File: config.mk
export PLATFORM = sky130hd
export DESIGN_NAME = wb_arbiter_2_flat
export DESIGN_NICKNAME = d
export VERILOG_FILES = /design/src/rtl/wb_arbiter_pkg.sv /design/src/rtl/wb_if.sv /design/src/rtl/wb_arbiter_2.sv /design/src/flat_wrapper.sv
export SDC_FILE = /design/constraint.sdc
export NUM_CORES = 1
export LEC_CHECK = 0
export ABC_CLOCK_PERIOD_IN_PS = 3800
export BUFFER_PORTS_ARGS = -buffer_cell sky130_fd_sc_hd__buf_2
export CAP_MARGIN = 20
export CORE_AREA = 2 2 122 124
export CTS_BUF_LIST = sky130_fd_sc_hd__clkbuf_4 sky130_fd_sc_hd__clkbuf_8
export DETAILED_ROUTE_END_ITERATION = 6
export DIE_AREA = 0 0 124 126
export PLACE_DENSITY = 0.52
export SETUP_SLACK_MARGIN = 0.3
export SYNTH_ARGS = -nofsm -noshare
export SYNTH_HDL_FRONTEND = slang
export SYNTH_SLANG_ARGS = --single-unit
File: constraint.sdc
create_clock -name clk -period 3.8 [get_ports clk]
set_clock_uncertainty 0.1 [all_clocks]
set_input_delay 1.14 -clock clk [delete_from_list [all_inputs] [get_ports clk]]
set_output_delay 1.14 -clock clk [all_outputs]
set_load 0.1 [all_outputs]
File: src/rtl/wb_arbiter_pkg.sv
// Shared definitions for the two-master wishbone arbiter.
//   arb_state_t : arbiter FSM states (idle, ownership per master, one-cycle
//                 arbiter-generated error per master)
//   cnt_width() : width of the wait-state counter for a given timeout limit
package wb_arbiter_pkg;

    typedef enum logic [2:0] {
        IDLE  = 3'd0,
        OWN0  = 3'd1,
        OWN1  = 3'd2,
        TERR0 = 3'd3,
        TERR1 = 3'd4
    } arb_state_t;

    // A limit of 0 means "no timeout" but the counter still needs one bit.
    function automatic int cnt_width(input int limit);
        return (limit < 1) ? 1 : $clog2(limit + 1);
    endfunction

endpackage

File: src/rtl/wb_if.sv
// Wishbone classic bus bundle.
//   master modport : drives CYC, STB, WE, ADR, SEL, DAT_W; receives ACK, ERR, DAT_R
//   slave modport  : the mirror image
interface wb_if #(
    parameter int ADDRESS_WIDTH = 32,
    parameter int DATA_WIDTH    = 32
);
    logic                    CYC;
    logic                    STB;
    logic                    WE;
    logic [ADDRESS_WIDTH-1:0] ADR;
    logic [DATA_WIDTH/8-1:0] SEL;
    logic [DATA_WIDTH-1:0]   DAT_W;
    logic [DATA_WIDTH-1:0]   DAT_R;
    logic                    ACK;
    logic                    ERR;

    modport master (
        output CYC, STB, WE, ADR, SEL, DAT_W,
        input  DAT_R, ACK, ERR
    );

    modport slave (
        input  CYC, STB, WE, ADR, SEL, DAT_W,
        output DAT_R, ACK, ERR
    );
endinterface

File: src/rtl/wb_arbiter_2.sv
// Two-master wishbone arbiter in front of a single shared slave.
// Ports:
//   clk  : clock, all state changes on the rising edge
//   rstn : asynchronous active-low reset
//   m0   : master 0 request port (wins the first contention after reset)
//   m1   : master 1 request port
//   s    : shared downstream port
// Ownership is granted one cycle after CYC is seen in IDLE, alternates on
// contention, and lasts until the owner drops CYC.  A stalled owner (STB
// with no ACK/ERR for TIMEOUT cycles) gets a one-cycle arbiter ERR.
module wb_arbiter_2 #(
    parameter int ADDRESS_WIDTH = 32,
    parameter int DATA_WIDTH    = 32,
    parameter int TIMEOUT       = 255
) (
    input  logic clk,
    input  logic rstn,
    wb_if.slave  m0,
    wb_if.slave  m1,
    wb_if.master s
);
    import wb_arbiter_pkg::*;

    localparam int                CNT_W   = cnt_width(TIMEOUT);
    localparam logic [CNT_W-1:0]  W_LIMIT = CNT_W'(TIMEOUT);

    arb_state_t       r_state;
    logic             r_last_gnt;
    logic [CNT_W-1:0] r_wait_cnt;

    logic                      w_own0;
    logic                      w_own1;
    logic                      w_cyc;
    logic                      w_stb;
    logic                      w_we;
    logic [ADDRESS_WIDTH-1:0]  w_adr;
    logic [DATA_WIDTH/8-1:0]   w_sel;
    logic [DATA_WIDTH-1:0]     w_dat_w;
    logic                      w_stall;
    logic                      w_timeout;

    assign w_own0 = (r_state == OWN0);
    assign w_own1 = (r_state == OWN1);

    // Request mux: only the owner reaches the slave; IDLE/TERR present an idle bus.
    always_comb begin
        w_cyc   = 1'b0;
        w_stb   = 1'b0;
        w_we    = 1'b0;
        w_adr   = '0;
        w_sel   = '0;
        w_dat_w = '0;
        if (w_own0) begin
            w_cyc   = m0.CYC;
            w_stb   = m0.STB;
            w_we    = m0.WE;
            w_adr   = m0.ADR;
            w_sel   = m0.SEL;
            w_dat_w = m0.DAT_W;
        end else if (w_own1) begin
            w_cyc   = m1.CYC;
            w_stb   = m1.STB;
            w_we    = m1.WE;
            w_adr   = m1.ADR;
            w_sel   = m1.SEL;
            w_dat_w = m1.DAT_W;
        end
    end

    assign s.CYC   = w_cyc;
    assign s.STB   = w_stb;
    assign s.WE    = w_we;
    assign s.ADR   = w_adr;
    assign s.SEL   = w_sel;
    assign s.DAT_W = w_dat_w;

    // Responses reach only the owner; the arbiter ERR comes straight from the TERR state.
    assign m0.ACK   = w_own0 & s.ACK;
    assign m0.ERR   = (w_own0 & s.ERR) | (r_state == TERR0);
    assign m0.DAT_R = s.DAT_R;
    assign m1.ACK   = w_own1 & s.ACK;
    assign m1.ERR   = (w_own1 & s.ERR) | (r_state == TERR1);
    assign m1.DAT_R = s.DAT_R;

    // w_stb is already qualified by ownership, so this is an owner wait state.
    assign w_stall   = w_stb & ~s.ACK & ~s.ERR;
    // A response arriving in the limit cycle beats the timeout.
    assign w_timeout = (TIMEOUT != 0) && (r_wait_cnt == W_LIMIT) && !s.ACK && !s.ERR;

    always_ff @(posedge clk or negedge rstn) begin
        if (!rstn) begin
            r_state    <= IDLE;
            r_last_gnt <= 1'b1;
            r_wait_cnt <= '0;
        end else begin
            case (r_state)
                IDLE: begin
                    r_wait_cnt <= '0;
                    if (m0.CYC && m1.CYC) begin
                        // Contention: the master not granted last time wins.
                        if (r_last_gnt) begin
                            r_state    <= OWN0;
                            r_last_gnt <= 1'b0;
                        end else begin
                            r_state    <= OWN1;
                            r_last_gnt <= 1'b1;
                        end
                    end else if (m0.CYC) begin
                        r_state    <= OWN0;
                        r_last_gnt <= 1'b0;
                    end else if (m1.CYC) begin
                        r_state    <= OWN1;
                        r_last_gnt <= 1'b1;
                    end
                end
                OWN0, OWN1: begin
                    if (!w_cyc) begin
                        r_state    <= IDLE;
                        r_wait_cnt <= '0;
                    end else if (w_timeout) begin
                        r_state    <= w_own0 ? TERR0 : TERR1;
                        r_last_gnt <= w_own1;
                        r_wait_cnt <= '0;
                    end else begin
                        r_wait_cnt <= w_stall ? r_wait_cnt + 1'b1 : '0;
                    end
                end
                TERR0, TERR1: begin
                    r_state    <= IDLE;
                    r_wait_cnt <= '0;
                end
                default: begin
                    r_state    <= IDLE;
                    r_wait_cnt <= '0;
                end
            endcase
        end
    end

endmodule

File: src/flat_wrapper.sv
// flat-port wrapper written by rule: the top's interface ports become plain ports
module wb_arbiter_2_flat import wb_arbiter_pkg::*;
#(
    parameter int ADDRESS_WIDTH = 32,
    parameter int DATA_WIDTH    = 32,
    parameter int TIMEOUT       = 255
)
  (clk, rstn, m0_CYC, m0_STB, m0_WE, m0_ADR, m0_SEL, m0_DAT_W, m0_DAT_R, m0_ACK, m0_ERR, m1_CYC, m1_STB, m1_WE, m1_ADR, m1_SEL, m1_DAT_W, m1_DAT_R, m1_ACK, m1_ERR, s_CYC, s_STB, s_WE, s_ADR, s_SEL, s_DAT_W, s_DAT_R, s_ACK, s_ERR);
  wb_if #(.ADDRESS_WIDTH(ADDRESS_WIDTH), .DATA_WIDTH(DATA_WIDTH)) m0_i ();
  wb_if #(.ADDRESS_WIDTH(ADDRESS_WIDTH), .DATA_WIDTH(DATA_WIDTH)) m1_i ();
  wb_if #(.ADDRESS_WIDTH(ADDRESS_WIDTH), .DATA_WIDTH(DATA_WIDTH)) s_i ();
  input  logic clk;
  input  logic rstn;
  input wire logic [$bits(m0_i.CYC)-1:0] m0_CYC;
  input wire logic [$bits(m0_i.STB)-1:0] m0_STB;
  input wire logic [$bits(m0_i.WE)-1:0] m0_WE;
  input wire logic [$bits(m0_i.ADR)-1:0] m0_ADR;
  input wire logic [$bits(m0_i.SEL)-1:0] m0_SEL;
  input wire logic [$bits(m0_i.DAT_W)-1:0] m0_DAT_W;
  output wire logic [$bits(m0_i.DAT_R)-1:0] m0_DAT_R;
  output wire logic [$bits(m0_i.ACK)-1:0] m0_ACK;
  output wire logic [$bits(m0_i.ERR)-1:0] m0_ERR;
  input wire logic [$bits(m1_i.CYC)-1:0] m1_CYC;
  input wire logic [$bits(m1_i.STB)-1:0] m1_STB;
  input wire logic [$bits(m1_i.WE)-1:0] m1_WE;
  input wire logic [$bits(m1_i.ADR)-1:0] m1_ADR;
  input wire logic [$bits(m1_i.SEL)-1:0] m1_SEL;
  input wire logic [$bits(m1_i.DAT_W)-1:0] m1_DAT_W;
  output wire logic [$bits(m1_i.DAT_R)-1:0] m1_DAT_R;
  output wire logic [$bits(m1_i.ACK)-1:0] m1_ACK;
  output wire logic [$bits(m1_i.ERR)-1:0] m1_ERR;
  output wire logic [$bits(s_i.CYC)-1:0] s_CYC;
  output wire logic [$bits(s_i.STB)-1:0] s_STB;
  output wire logic [$bits(s_i.WE)-1:0] s_WE;
  output wire logic [$bits(s_i.ADR)-1:0] s_ADR;
  output wire logic [$bits(s_i.SEL)-1:0] s_SEL;
  output wire logic [$bits(s_i.DAT_W)-1:0] s_DAT_W;
  input wire logic [$bits(s_i.DAT_R)-1:0] s_DAT_R;
  input wire logic [$bits(s_i.ACK)-1:0] s_ACK;
  input wire logic [$bits(s_i.ERR)-1:0] s_ERR;
  assign m0_i.CYC = m0_CYC;
  assign m0_i.STB = m0_STB;
  assign m0_i.WE = m0_WE;
  assign m0_i.ADR = m0_ADR;
  assign m0_i.SEL = m0_SEL;
  assign m0_i.DAT_W = m0_DAT_W;
  assign m0_DAT_R = m0_i.DAT_R;
  assign m0_ACK = m0_i.ACK;
  assign m0_ERR = m0_i.ERR;
  assign m1_i.CYC = m1_CYC;
  assign m1_i.STB = m1_STB;
  assign m1_i.WE = m1_WE;
  assign m1_i.ADR = m1_ADR;
  assign m1_i.SEL = m1_SEL;
  assign m1_i.DAT_W = m1_DAT_W;
  assign m1_DAT_R = m1_i.DAT_R;
  assign m1_ACK = m1_i.ACK;
  assign m1_ERR = m1_i.ERR;
  assign s_CYC = s_i.CYC;
  assign s_STB = s_i.STB;
  assign s_WE = s_i.WE;
  assign s_ADR = s_i.ADR;
  assign s_SEL = s_i.SEL;
  assign s_DAT_W = s_i.DAT_W;
  assign s_i.DAT_R = s_DAT_R;
  assign s_i.ACK = s_ACK;
  assign s_i.ERR = s_ERR;
  wb_arbiter_2 #(.ADDRESS_WIDTH(ADDRESS_WIDTH), .DATA_WIDTH(DATA_WIDTH), .TIMEOUT(TIMEOUT)) u_core (.clk(clk), .rstn(rstn), .m0(m0_i), .m1(m1_i), .s(s_i));
endmodule
=== Word-level counts from Yosys, hierarchy flattened ===
Index checks and enable logic that the tools add are counted.
W data, S select, Z words.

* Register bits after elaboration: 12
* Input port bits: 178
* Output and inout port bits: 139
* Logic and storage cells: 64

* Add/sub/neg operators: 1
* Equality and inequality tests: 9
* Muxes and demuxes: 31
* Bitwise logic cells: 10
* Reductions and logical operators: 10

{| class="wikitable"
|+ Operators with widths
! cell !! count
|-
| $mux W32 || 4
|-
| $mux W8 || 4
|-
| $mux W3 || 6
|-
| $mux W1 || 12
|-
| $add A8 B1 Y8 const B || 1
|-
| $eq A8 B8 Y1 const B || 1
|-
| $mux W4 || 2
|-
| $and A1 B1 Y1 || 6
|-
| $eq A3 B2 Y1 const B || 2
|-
| $pmux W3 S2 || 1
|-
| $ne A4 B3 Y1 const B || 1
|-
| $reduce_and A4 Y1 || 1
|-
| $eq A3 B1 Y1 const B || 1
|-
| $eq A3 B3 Y1 const B || 1
|-
| $logic_and A1 B1 Y1 || 3
|-
| $logic_not A3 Y1 || 1
|-
| $ne A3 B2 Y1 const B || 1
|-
| $logic_not A1 Y1 || 2
|-
| $mux W2 || 1
|-
| $ne A2 B1 Y1 const B || 1
|-
| $ne A2 B2 Y1 const B || 1
|-
| $not A1 Y1 || 2
|-
| $or A1 B1 Y1 || 2
|-
| $pmux W1 S2 || 1
|-
| 3 further kinds || 3
|}

=== Logic depth before layout (Yosys ltp) ===
* Depth after elaboration: 9
* Depth in mapped cells: 6
* Gate-level depth less buffers: 5

=== Worst setup path before layout ===
Ideal clock, no wire load.

* Path kind: input port to output port
* From: input s_ERR
* To: output m0_ERR
* Data arrival time: 3.371 ns
* Required time: 2.560 ns
* Setup slack: -0.811 ns
* Stages on the path: 2
* Buffers on the path: 0
* Cells stage by stage: nor2_1 > nor3b_1

* Cells in the longest elaborated chain, start to end: 2

{| class="wikitable"
|+ RTL lines
! item !! RTL line !! text
|-
| start: declaration || flat_wrapper.sv:40 || <nowiki>input wire logic [$bits(s_i.ERR)-1:0] s_ERR;</nowiki>
|-
| $and A1 B1 Y1 || wb_arbiter_2.sv:79 || <nowiki>assign m0.ERR = (w_own0 & s.ERR) | (r_state == TERR0);</nowiki>
|-
| $or A1 B1 Y1 || wb_arbiter_2.sv:79 ||
|-
| end: declaration || flat_wrapper.sv:22 || <nowiki>output wire logic [$bits(m0_i.ERR)-1:0] m0_ERR;</nowiki>
|}

Every way passes these cells.

=== Worst setup path after layout ===
* From: register u_core.r_state[2]
* To: output s_ADR[12]

* Cells in the longest elaborated chain, start to end: 3
* Elaborated cells between the ends (all ways): 4
* Classes of those cells: 2 x eq/ne; 2 x mux

{| class="wikitable"
|+ RTL lines
! item !! RTL line !! text
|-
| start: declaration || wb_arbiter_2.sv:27 || <nowiki>arb_state_t r_state;</nowiki>
|-
| start signal: assignment || wb_arbiter_2.sv:121 || <nowiki>r_state <= w_own0 ? TERR0 : TERR1;</nowiki>
|-
| $eq A3 B2 Y1 || wb_arbiter_2.sv:43 || <nowiki>assign w_own1 = (r_state == OWN1);</nowiki>
|-
| $mux W32 || wb_arbiter_2.sv:60 || <nowiki>end else if (w_own1) begin</nowiki>
|-
| $mux W32 (*) || wb_arbiter_2.sv:53 || <nowiki>if (w_own0) begin</nowiki>
|-
| end: declaration || flat_wrapper.sv:35 || <nowiki>output wire logic [$bits(s_i.ADR)-1:0] s_ADR;</nowiki>
|}

Every way passes the cells marked *; elsewhere a longest branch is shown, timed or not.

==> impl_metrics.py <==
metrics = {
    "clocking": {
        "numClockSinks": 12,
        "numCtsBuffers": 3,
        "cts_max_path_buffers": 2,
        "h-tree-depth": 1,
        "postCtsSetupRepairBufs": 0,
        "clkSlewWorstSetupHoldPaths_ns": 0.05,
        "cts_hold_buf": 0,
        "clk_latency_ns": 0.24,
        "clockRootBuffer": "clkbuf_8",
        "cts_tree": "done",
    },
    "synthesis": {
        "synthTopCellsByCount": "69 x a22o_1, 65 x buf_4, 16 x buf_2",
        "synth_edf_count": 0,
        "synth_area_um2": 1897,
        "yosys_warnings": 0,
        "synthArstFlopShare_pct": 100.0,
        "synth-seq-cells": 12,
        "yosysMostFrequentCell": "a22o_1",
        "synth_flop_cell": "dfrtp_1",
        "avgSynthCellArea_um2": 8.506,
        "synth_cell_types": 33,
        "netlist_instances": 223,
        "synth.area.top_cells": "a22o_1 32%, buf_4 26%, dfrtp_1 15%, buf_2 4.2%, nor2_1 2.6%",
        "yosysTopAreaCell": "a22o_1",
        "netlist.area_leader.share_pct": 31.86,
        "ys_seq_area_share_pct": 15.90,
        "syn_nets": 402,
    },
    "route": {
        "drt_pass1_iterations": 4,
        "drc": 0,
        "via_per_inst": 4.052,
        "ant_nets": 0,
        "via_count": 2241,
        "drtIter0Drc": 64,
        "post_drt_wl_per_cell_um": 16.14,
        "totalWireLength_um": 8926,
    },
    "setup_path": {
        "arrival_ns": 2.09,
        "r2r_setup_slack_ns": 2.03,
        "rr_worst_depth": 5,
        "critPathLaunchType": "flop",
        "r2r-end": "u_core.r_last_gnt$_DFFE_PN1P_",
        "required_ns": 2.56,
        "end_kind": "output pin",
        "critPathMaxFanout": 40,
        "worstSetupPathType": "flop to output pin",
        "r2r_start": "u_core.r_state[2]$_DFFE_PN0P_",
    },
    "sta": {
        "max_slew_margin_pct": 66.14,
        "drv_slew": 0,
        "worstMarginPinSlew_ns": 0.5115,
        "finalSetupViolCount": 0,
        "timing.fmax_mhz": 300.7,
        "hold_violations": 0,
        "fin_tns_setup_ns": 0,
        "grt_setup_unrepaired": "false",
        "period_share_pct": 87.51,
        "min_period_ns": 3.325,
    },
    "power": {
        "p_leak_nw": 1.659,
        "irDropWorstVdd_mv": 0.5209,
        "powerDensity_nw_per_um2": 1148,
    },
    "global_routing": {
        "grt_pass1_vias": 2120,
        "overflow": 0,
        "use_met2_pct": 16.35,
        "grtUsageTotal_pct": 9.804,
        "antenna_found_initial": 2,
        "met1_usage_pct": 12.31,
        "met3_usage_pct": 3.668,
        "grt_pass1_wl_um": 11750,
        "grt_max_degree": 41,
        "top_usage_layer": "met2",
    },
    "placement": {
        "routabilityCongestion": 0.8159,
        "dp_cells": 548,
        "place_hpwl_um": 7632,
        "port_buffers": 220,
    },
    "die": {
        "design.die.area_um2": 15620,
        "die_w_um": 124,
        "rows": 44,
        "initial_utilization_pct": 13.25,
        "fp.coreArea_um2": 14310,
        "pin_count": 317,
        "die_h_um": 126,
    },
    "hold_path": {
        "hold_end": "u_core.r_wait_cnt[0]$_DFF_PN0_",
        "hp-class": "flop to flop",
        "hp-start": "u_core.r_wait_cnt[0]$_DFF_PN0_",
        "hold_depth": 1,
    },
    "flow_run": {
        "maxCapViolations": 0,
    },
    "cells_and_area": {
        "fin_cells": 553,
        "drive_above_1_share_pct": 64.67,
        "fill_cells": 1578,
        "syn2layout_area_growth_pct": 64.05,
        "final_nets": 548,
    },
    "run_status": {
        "status": "complete, no violations",
    },
}
==> timing repair <==
action                                 4_1_cts  5_1_grt
setup endpoints to repair                    0       17
endpoints found under the hold margin        0        0
resized for setup                            0        3
==> layout make-up <==
type	instances	area, µm²	share of cell area, %
repair buffers	224	1498	48.13
multi-input cells	126	1016	32.65
clock buffers	4	55.05	1.769
inverters	2	7.507	0.2413
well taps	184	230.2	7.398
diodes	1	2.502	0.08042
flip-flops and latches	12	302.8	9.731
==> metrics by stage <==
stage,worst slack (ns),utilization [%],instance area (µm²),hold slack (ns),power [mW]
2_1_floorplan,0.1751,-,1904,0.3251,2.989
3_3_place_gp,0.5557,21.29,3047,0.3360,3.428
3_5_place_dp,0.5253,21.29,3047,0.3592,3.438
4_1_cts,0.3721,21.67,3102,0.3670,3.593
5_1_grt,0.3049,21.72,3109,0.4007,3.686
6_report,0.4746,21.74,3112,0.3639,3.573
==> layer usage <==
layer | share of wire, % | vias to the layer above | wire [µm]
li1 | - | 1056 | -
met3 | 12 | 6 | 1086
met2 | 47 | 148 | 4171
met1 | 41 | 1031 | 3624
met4 | 0.49 | 0 | 44
met5 | 0 | - | 0
==> worst max-delay path, stage by stage (launching register included) <==
cell and delay (ns):
dfrtp_1 0.54, nor3b_2 0.27, buf_4 0.38, a22o_1 0.20
buf_2 0.42
==> worst max-delay path by stage <==
stage	from	to	slack [ns]	cells past startpoint
after floorplan	s_ERR	m0_ERR	0.18	2
after global routing	u_core.r_state[1]$_DFFE_PN0P_	s_DAT_W[9]	0.30	4
after CTS	u_core.r_state[0]$_DFFE_PN0P_	s_ADR[13]	0.37	4
after detailed placement	m0_CYC	s_CYC	0.53	4
after global placement	m0_CYC	s_CYC	0.56	4
final	u_core.r_state[2]$_DFFE_PN0P_	s_ADR[12]	0.47	4
==> cell families after synthesis <==
kind of cell | Yosys count | share of synthesized area [%]
muxes | 1 | 0.5277
adders and majority gates | 1 | 0.6595
AOI/OAI and AO/OA | 79 | 36.41
xor gates and xnor gates | 6 | 2.771
DFF | 12 | 15.90
and+or+nand+nor | 39 | 12.20
buffers and inverters | 85 | 31.53
==> placed cells by master, fill, tap and decap left out, drive strengths merged, types with 2 or more instances in the layout <==
cell type / Yosys / routed
nor2: 13 / 13
nand3: 4 / 4
buf: 83 / 223
and3: 3 / 3
nand2: 3 / 3
nand2b: 2 / 2
nor4: 2 / 2
xnor2: 3 / 3
and2: 3 / 3
xor2: 3 / 3
a21oi: 4 / 4
clkbuf: 0 / 5
inv: 2 / 2
dfrtp: 11 / 11
nand3b: 4 / 4
nor3b: 3 / 3
nand4: 2 / 2
a22o: 69 / 69
==> power breakdown <==
part | switching, mW | leakage, nW | internal (mW)
registers | 0.0334 | 0.160 | 0.147
clock network | 0.0461 | 0.0288 | 0.0915
logic | 2.49 | 1.47 | 0.765
==> registers in the layout (all words and copies together), names as in the netlist <==
| name | flops |
|---|---|
| u_core.r_last_gnt | 1 |
| u_core.r_state | 3 |
| u_core.r_wait_cnt | 8 |
No activity file was read; power rests on OpenSTA's default activity.
